## src/rtl/counter_pkg.sv

```systemverilog
// counter_pkg: shared direction constants and load clamping for the counter collection
package counter_pkg;
  localparam logic CNT_UP = 1'b1;
  localparam logic CNT_DN = 1'b0;
  function automatic logic [16:0] clamp_load(input logic [16:0] d, input logic [16:0] modulus);
    return (d >= modulus) ? modulus - 17'd1 : d;
  endfunction
endpackage

```

## src/rtl/counter_next_val.sv

```systemverilog
// counter_next_val: next count, wrap and terminal-count logic (saturating when UPDOWN_COUNTER_SAT_EN is defined)
module counter_next_val
  import counter_pkg::*;
#(
  parameter int WIDTH = 3,
  parameter int MODULUS = 8
) (
  input  logic             reset,
  input  logic             en,
  input  logic             up_dn,
  input  logic             load,
  input  logic [WIDTH-1:0] d,
  input  logic [WIDTH-1:0] q,
  output logic [WIDTH-1:0] q_nxt,
  output logic             wrap_nxt,
  output logic             tc
);
  localparam logic [WIDTH:0] MAX = (WIDTH+1)'(MODULUS - 1);
  logic [WIDTH:0] q_ext, up_val, dn_val, ld_val;
  logic at_max, at_zero, wrap_step;
  // one-step move in WIDTH+1 bits so MODULUS = 2**WIDTH cannot overflow
  always_comb begin
    q_ext = {1'b0, q};
    at_max = q_ext == MAX;
    at_zero = q_ext == '0;
    ld_val = (WIDTH+1)'(clamp_load(17'(d), 17'(MODULUS)));
`ifdef UPDOWN_COUNTER_SAT_EN
    up_val = at_max ? MAX : q_ext + 1'b1;
    dn_val = at_zero ? '0 : q_ext - 1'b1;
    wrap_step = 1'b0;
`else
    up_val = at_max ? '0 : q_ext + 1'b1;
    dn_val = at_zero ? MAX : q_ext - 1'b1;
    wrap_step = (up_dn == CNT_UP) ? at_max : at_zero;
`endif
    q_nxt = !reset ? '0 : load ? WIDTH'(ld_val) : en ? WIDTH'((up_dn == CNT_UP) ? up_val : dn_val) : q;
    wrap_nxt = reset & ~load & en & wrap_step;
    tc = reset & en & ~load & ((up_dn == CNT_UP) ? at_max : at_zero);
  end
endmodule

```

## src/rtl/updown_mod_counter.sv

```systemverilog
// updown_mod_counter: synchronous up/down modulo counter with load, tc and wrap (UPDOWN_COUNTER_SAT_EN selects saturation)
module updown_mod_counter
  import counter_pkg::*;
#(
  parameter int WIDTH = 3,
  parameter int MODULUS = 8
) (
  input  logic             clk,
  input  logic             reset,
  input  logic             en,
  input  logic             up_dn,
  input  logic             load,
  input  logic [WIDTH-1:0] d,
  output logic [WIDTH-1:0] Q,
  output logic             tc,
  output logic             wrap
);
  logic [WIDTH-1:0] q_nxt;
  logic wrap_nxt;
  counter_next_val #(.WIDTH(WIDTH), .MODULUS(MODULUS)) u_next (
    .reset(reset), .en(en), .up_dn(up_dn), .load(load), .d(d), .q(Q),
    .q_nxt(q_nxt), .wrap_nxt(wrap_nxt), .tc(tc)
  );
  // count and wrap registers update together; reset is folded into q_nxt/wrap_nxt
  always_ff @(posedge clk) begin
    Q <= q_nxt;
    wrap <= wrap_nxt;
  end
endmodule

```

## config.mk

```make
export PLATFORM = sky130hd
export DESIGN_NAME = updown_mod_counter
export DESIGN_NICKNAME = d
export VERILOG_FILES = /design/src/rtl/counter_pkg.sv /design/src/rtl/counter_next_val.sv /design/src/rtl/updown_mod_counter.sv
export SDC_FILE = /design/constraint.sdc
export NUM_CORES = 1
export LEC_CHECK = 0
export CORE_AREA = 5 5 42 44
export DETAILED_ROUTE_END_ITERATION = 12
export DIE_AREA = 0 0 47 49
export MAX_ROUTING_LAYER = met4
export PLACE_DENSITY = 0.47
export SYNTH_ARGS = -nofsm -noshare
export SYNTH_HDL_FRONTEND = slang
export SYNTH_SLANG_ARGS = --single-unit
```

## constraint.sdc

```tcl
create_clock -name clk -period 2.7 [get_ports clk]
set_input_delay 0.81 -clock clk [delete_from_list [all_inputs] [get_ports clk]]
set_output_delay 0.81 -clock clk [all_outputs]
set_load 0.005 [all_outputs]
```

# == Yosys cells after proc, flatten, opt, wreduce, memory -nomap -nowiden ==
# Cells that the tools add are included.
# word_totals
register_bits,4
input_bits,8
out_inout_bits,5
elab_cells,20
# classes
add_sub_neg,2
n_eq_ne,1
n_mux,6
n_bitwise,7
reduce_logical,2
# op_table
cell,count
3-bit two-way mux,5
1-bit bitwise AND,6
"3-bit by 1-bit adder with 3-bit output, second input constant",1
"3-bit == test, second input constant",1
3-bit zero test,1
"3-bit by 1-bit subtractor with 3-bit output, second input constant",1
2-bit nonzero test,1
1-bit two-way mux,1
1-bit inverter,1

# == Logic depth before layout (Yosys ltp) ==
# Gate-level depths: netlist of the first run.
# depth
depth_word,5
depth_mapped,5
depth_no_buf,5

# == Modules after synthesis ==
# From an unflattened synthesis of the first run, not the netlist that was laid out.
# unflattened
hier_cells,35
hier_area_um2,286.5
# modules_own_cells
module,instances,cells_per_inst,area_per_inst_um2,seq_area_each_um2
counter_next_val,1,31,206.4,0.0
updown_mod_counter,1,4,80.1,80.1

# == Worst setup path before layout of the first run ==
# OpenSTA, ideal clock, no wires.
# synth_path
path_type,input to output
start,input port load
end,output port tc
t_arrival_ns,1.088
t_required_ns,1.890
slack_ns,0.802
stages,2
path_buffers,0
path_cell_list,nand3b_4 -> nor2_1
# synth_between
elab_chain_len,3
# synth_lines
element,line,source
"start, declared",updown_mod_counter.sv:12,"input logic load,"
1-bit inverter,counter_next_val.sv:38,tc = reset & en & ~load & ((up_dn == CNT_UP) ? at_max : at_zero);
1-bit bitwise AND (2 in a row),counter_next_val.sv:38,
"end, declared",updown_mod_counter.sv:15,"output logic tc,"
# No other way between the ends.

# == Worst setup path after layout of the first run ==
# layout_path
start,input port up_dn
end,output port tc
# layout_between
elab_chain_len,2
# layout_lines
element,line,source
"start, declared",updown_mod_counter.sv:11,"input logic up_dn,"
1-bit two-way mux,counter_next_val.sv:38,
1-bit bitwise AND,counter_next_val.sv:38,
# No other way between the ends.

==> results.sh, run 1 <==
export IMPL_dieArea_um2=2300
export IMPL_postSynthRegisterBits=4
export IMPL_wl_per_cell_um=9.74
export IMPL_hold_path_depth=3
export IMPL_critPathKind="input port to output port"
export IMPL_critical_path_cell_chain="clkdlybuf4s50_1 -> nand2_1 -> o21a_1 -> nor2_1 -> dlygate4sd2_1"
export IMPL_swShare_pct=24.8
export IMPL_quantity_of_i_o_buffers_inserted_on_ports=12
export IMPL_design_power_total_w=0.000199
export IMPL_timing_max_transition_violations_final=0
export IMPL_postPlaceCellArea_um2=478
export IMPL_post_route_drc_count=0
export IMPL_num_io_pins=13
export IMPL_finalInstanceArea_um2=499
export IMPL_hold_viol_final=0
export IMPL_final_min_clock_period_ps=2590
export IMPL_power_per_cell_area_nw_per_um2=399
export IMPL_grt_max_degree=7
export IMPL_timing_slew_headroom_pct=83.4
export IMPL_ys_types=21
export IMPL_critical_path_n_buffers_inverters=2
export IMPL_clock_power_share_pct=35.9
export IMPL_layout_nets=68
export IMPL_finalWeightedCongestion=0.655
export IMPL_rr_startpoint="Q[0]$_SDFFE_PN0P_"
export IMPL_hold_path_endpoint="Q[2]$_SDFFE_PN0P_"
export IMPL_power_net_switching_w=0.0000495
export IMPL_critPathMaxFanout=3
export IMPL_critical_path_endpoint_type="output port"
export IMPL_synth_warning_count=0
export IMPL_synth_cells=34
export IMPL_post_layout_nonfiller_instances=70
export IMPL_leakage_nw=0.223
export IMPL_number_of_synthesized_flops_with_an_enable_pin=0
export IMPL_grt_setup_unrepaired="no"
export IMPL_period_share_pct=96.0
export IMPL_num_rows=14
export IMPL_cts_repair_timing_setup_buffer_count=0
export IMPL_type_of_the_most_critical_hold_path="register to register"
export IMPL_critical_path_startpoint_type="input port"
export IMPL_top_cells_by_count_synth="dfxtp_1, ha_1, inv_1"
export IMPL_path_delay_family="buffers and inverters"
export IMPL_drt_antenna_violating_nets=0
export IMPL_routed_wl_um=682
export IMPL_filler_cell_count=152
export IMPL_worst_r2r_path_depth=5
export IMPL_hold_path_startpoint="Q[2]$_SDFFE_PN0P_"
export IMPL_clk_pin_slew_ps=40
export IMPL_p_int_w=0.000150
export IMPL_antenna_cells=0
export IMPL_cap_violations=0
export IMPL_number_of_antenna_violations_at_the_first_check_in_global_routing=0
export IMPL_drive_above_1_share_pct=18.5
export IMPL_cts_tree="built"
export IMPL_seq_power_share_pct=34.1
export IMPL_cts_root_buffer="clkbuf_4"
export IMPL_synth_top_flop_cell="dfxtp_1"
export IMPL_cts_sinks=4
export IMPL_timing_reg2reg_setup_slack_ps=1400
export IMPL_cp_data_arrival_time_ps=1780
export IMPL_slowest_delay_ps=490
export IMPL_cts_root_to_sink_buffers=2
export IMPL_vdd_drop_max_v=0.000213
export IMPL_synthesis_nets=46
export IMPL_die_y_um=49
export IMPL_worstReg2RegEnd="Q[1]$_SDFFE_PN0P_"
export IMPL_first_pass_grt_wire_length_mm=1.30
export IMPL_finalSetupViolations=0
export IMPL_tightestPinTransition_ps=247
export IMPL_chipWidth_um=47
export IMPL_cts_max_level=1
export IMPL_detailroute_via_count=304
export IMPL_syn_avg_cell_area_um2=8.83
export IMPL_cts_hold_buffers_added=0
export IMPL_status="finished, final reports clean"
export IMPL_numPlacedInstances=67
export IMPL_max_clock_freq_ghz=0.386
export IMPL_syn2layout_area_growth_pct=66.3
export IMPL_synth_async_sr_flop_share_pct=0
export IMPL_yosysSeqAreaShare_pct=26.7
export IMPL_grt_util_all_layers_pct=8.15
export IMPL_first_global_vias=315
export IMPL_post_synthesis_cell_area_um2=300
export IMPL_synth_largest_area_cell="dfxtp_1"
export IMPL_clock_skew_final_ps=2.05
export IMPL_synth_largest_type_area_fraction_pct=26.7
export IMPL_drt_first_pass_iters=3
export IMPL_global_route_overflow_total=0
export IMPL_initial_utilization_pct=21.4
export IMPL_comb_power_share_pct=30.0
export IMPL_clock_insertion_delay_worst_skew_ps=230
export IMPL_quantity_of_gates_resized_following_cts=1
export IMPL_cts_made_buffers=3
export IMPL_largest_cells_by_area_after_synthesis="dfxtp_1, ha_1, nand3b_4"
export IMPL_worst_path_max_delay_cell="clkdlybuf4s50_1"
export IMPL_crit_required_ps=1890
export IMPL_dp_hpwl_um=582
export IMPL_detailed_route_vias_per_instance=4.34
export IMPL_drt_first_iter_violations=8
export IMPL_fp_coreArea_um2=1400
[power groups by stage]
| stage | Clock [W] | Combinational [W] | Sequential, W |
|---|---|---|---|
| 6_report | 0.0000717 | 0.0000598 | 0.0000679 |
| 5_1_grt | 0.0000833 | 0.0000667 | 0.0000690 |
| 4_1_cts | 0.0000767 | 0.0000609 | 0.0000680 |
| 3_5_place_dp | 0 | 0.0000602 | 0.0000689 |
| 3_3_place_gp | 0 | 0.0000611 | 0.0000691 |
| 2_1_floorplan | 0 | 0.0000272 | 0.0000685 |
[state kept, by name (all words and copies together) (netlist names)]
name,cells
wrap,1
Q,3
[tightest hold or removal path: cells and delay by family (launching register included)]
family | cells | cell delay [ps]
AO/OA/AOI/OAI | 2 | 150
AND/OR/NAND/NOR | 1 | 90
flip-flops | 1 | 400
[per-layer routing]
layer	wire length, µm	up-vias	share of wire, %	GRT usage [%]
met5	0	-	0	-
met2	333	9	49	11.1
met1	306	130	45	9.41
met4	4	0	0.59	4.15
met3	37	2	5.4	4.43
li1	-	163	-	-
[how the worst max path moves through the flow]
stage,from,endpoint,slack [ps],cells past startpoint
3_3_place_gp,up_dn,tc,-170,5
2_1_floorplan,load,tc,800,2
3_5_place_dp,up_dn,tc,-180,5
6_report,up_dn,tc,110,5
5_1_grt,up_dn,tc,40,5
4_1_cts,up_dn,tc,100,5
[metrics by stage]
stage	hold WS (ps)	setup WS, ps	utilization (%)	setup TNS [ps]
global placement	695	-165	34.1	-165
CTS	707	95.8	35.6	0
global route	741	41.9	35.6	0
floorplan	648	802	-	0
finish	700	109	35.6	0
detailed placement	695	-175	34.1	-175
[placed cells by master, fill, tap and decap left out, types with 2 or more instances in the layout]
cell type	n
nand2_1	2
o21ai_1	2
nor2_1	2
clkbuf_4	3
buf_4	5
dfxtp_1	4
clkdlybuf4s50_1	11
nand2b_1	2
inv_1	4
ha_1	4
[cell type report]
cell class | instances | area [µm²] | area share (%)
multi-input combinational | 26 | 205 | 41.1
timing repair buffer | 17 | 156 | 31.3
sequential | 4 | 80.1 | 16.0
clock buffer | 3 | 22.5 | 4.51
tap | 16 | 20.0 | 4.01
inverter | 4 | 15.0 | 3.01
[cells by family after synthesis]
group / share of synthesized area [%]
compound gates: 20.0
xor+xnor: 2.92
fa+ha+maj: 16.7
buf+inv: 5.00
flops: 26.7
simple gates: 28.8
No activity file was read; power rests on OpenSTA's default activity.
==> run 2: changes to the inputs <==
--- a/config.mk
+++ b/config.mk
@@ -10,6 +10,7 @@
 export DIE_AREA = 0 0 47 49
 export MAX_ROUTING_LAYER = met4
 export PLACE_DENSITY = 0.47
+export SETUP_SLACK_MARGIN = 0.4
 export SYNTH_ARGS = -nofsm -noshare
 export SYNTH_HDL_FRONTEND = slang
 export SYNTH_SLANG_ARGS = --single-unit
==> run 2 against run 1 <==
Design area fell by 1.8%. Critical path type unchanged. Combinational power fell by 3.7%. Global-route usage did not move.
==> results.sh, run 2 (synthesis gave the netlist of run 1 again) <==
export IMPL_cap_violations=0
export IMPL_clock_skew_final_ps=2.05
export IMPL_timing_slew_headroom_pct=83.4
export IMPL_global_route_overflow_total=0
export IMPL_period_share_pct=83.5
export IMPL_filler_cell_count=154
export IMPL_grt_max_degree=7
export IMPL_timing_reg2reg_setup_slack_ps=1400
export IMPL_hold_path_startpoint="Q[2]$_SDFFE_PN0P_"
export IMPL_worstReg2RegEnd="Q[1]$_SDFFE_PN0P_"
export IMPL_path_delay_family="buffers and inverters"
export IMPL_fp_coreArea_um2=1400
export IMPL_die_y_um=49
export IMPL_leakage_nw=0.226
export IMPL_power_per_cell_area_nw_per_um2=402
export IMPL_postPlaceCellArea_um2=478
export IMPL_quantity_of_i_o_buffers_inserted_on_ports=12
export IMPL_vdd_drop_max_v=0.000213
export IMPL_detailed_route_vias_per_instance=4.34
export IMPL_slowest_delay_ps=250
export IMPL_final_min_clock_period_ps=2260
export IMPL_cts_max_level=1
export IMPL_dieArea_um2=2300
export IMPL_num_rows=14
export IMPL_tightestPinTransition_ps=247
export IMPL_drt_antenna_violating_nets=0
export IMPL_critPathMaxFanout=3
export IMPL_reg_largest_list="Q (3), wrap (1)"
export IMPL_type_of_the_most_critical_hold_path="register to register"
export IMPL_syn2layout_area_growth_pct=63.3
export IMPL_crit_required_ps=1890
export IMPL_cts_sinks=4
export IMPL_dp_hpwl_um=582
export IMPL_largest_register_ffs=3
export IMPL_rr_startpoint="Q[0]$_SDFFE_PN0P_"
export IMPL_final_util_pct=35.0
export IMPL_cp_data_arrival_time_ps=1450
export IMPL_critical_path_startpoint_type="input port"
export IMPL_grt_setup_unrepaired="no"
export IMPL_finalSetupViolations=0
export IMPL_post_route_drc_count=0
export IMPL_antenna_cells=0
export IMPL_first_global_vias=315
export IMPL_cts_tree="built"
export IMPL_status="finished, final reports clean"
export IMPL_wl_per_cell_um=9.76
export IMPL_area_taken_by_flip_flops_and_latches_um2=80.1
export IMPL_hold_path_depth=3
export IMPL_drt_first_iter_violations=8
export IMPL_mostFrequentLayoutCells="clkdlybuf4s50_1, buf_4"
export IMPL_cts_root_buffer="clkbuf_4"
export IMPL_critical_path_cell_chain="dlygate4sd2_1 -> o21a_1 -> nor2_1 -> buf_2"
export IMPL_critical_path_endpoint_type="output port"
export IMPL_hold_path_endpoint="Q[2]$_SDFFE_PN0P_"
export IMPL_initial_utilization_pct=21.4
export IMPL_grt_util_all_layers_pct=8.15
export IMPL_multi_input_area_um2=205
export IMPL_worst_path_max_delay_cell="dlygate4sd2_1"
export IMPL_cts_made_buffers=3
export IMPL_critical_path_n_buffers_inverters=2
export IMPL_number_of_antenna_violations_at_the_first_check_in_global_routing=0
export IMPL_max_clock_freq_ghz=0.443
export IMPL_clock_insertion_delay_worst_skew_ps=230
export IMPL_first_pass_grt_wire_length_mm=1.30
export IMPL_cts_root_to_sink_buffers=2
export IMPL_design_power_total_w=0.000197
export IMPL_detailroute_via_count=304
export IMPL_max_flop_register="Q"
export IMPL_clk_pin_slew_ps=40
export IMPL_finalHoldWorstSlack_ps=700
export IMPL_layout_cells_most_common="clkdlybuf4s50_1"
export IMPL_hold_viol_final=0
export IMPL_post_layout_nonfiller_instances=70
export IMPL_chipWidth_um=47
export IMPL_numPlacedInstances=67
export IMPL_worst_r2r_path_depth=5
export IMPL_layout_nets=68
export IMPL_finalWeightedCongestion=0.655
export IMPL_num_io_pins=13
export IMPL_drive_above_1_share_pct=20.4
export IMPL_worstSetupPathDepth=4
export IMPL_finalInstanceArea_um2=490
export IMPL_critPathKind="input port to output port"
export IMPL_drt_first_pass_iters=3
export IMPL_timing_max_transition_violations_final=0
export IMPL_routed_wl_um=683
export IMPL_cts_hold_buffers_added=0
## run 2: changes by cell type in the layout (fill, tap and decap cells not counted), sizes merged
cell	delta
clkdlybuf4s50	-4
buf	+1
dlygate4sd2	+3
## run 2: worst max path at each step
stage,from,end,slack (ps)
3_5_place_dp,up_dn,tc,-180
2_1_floorplan,load,tc,800
6_report,up_dn,tc,440
4_1_cts,up_dn,tc,440
5_1_grt,up_dn,tc,410
3_3_place_gp,up_dn,tc,-170
## run 2: per-stage QoR
stage | setup WS (ps) | setup TNS [ps]
after floorplan | 802 | 0
after global placement | -165 | -165
after detailed placement | -175 | -175
after CTS | 437 | 0
after global routing | 411 | 0
final | 445 | 0
## run 2: worst min-delay path, cell delays in order, from the launching register on
cell and delay, ps:
dfxtp_1 400, nand3b_1 90, o21ai_1 80, o32ai_1 70
## run 2: where the power goes
part,internal (W),total [W],switching (W)
registers,0.0000636,0.0000679,0.00000424
logic,0.0000343,0.0000576,0.0000232
clock network,0.0000496,0.0000717,0.0000221
## run 2: what timing repair did
item                       CTS  global route
setup endpoints to repair    1             0
setup buffers                0             0
gates resized for setup      8             0
## run 2: final cells by class
type,count,area share (%)
tap,16,4.08
multi-input combinational,26,41.8
inverter,4,3.06
timing repair buffer,17,30.1
clock buffer,3,4.59
sequential,4,16.3
## run 2: layer usage
metal	wire [µm]	global-route usage, %	vias up
li1	-	-	163
met1	307	9.41	130
met2	333	11.1	9
met3	37	4.43	2
met4	4	4.15	0
met5	0	-	-
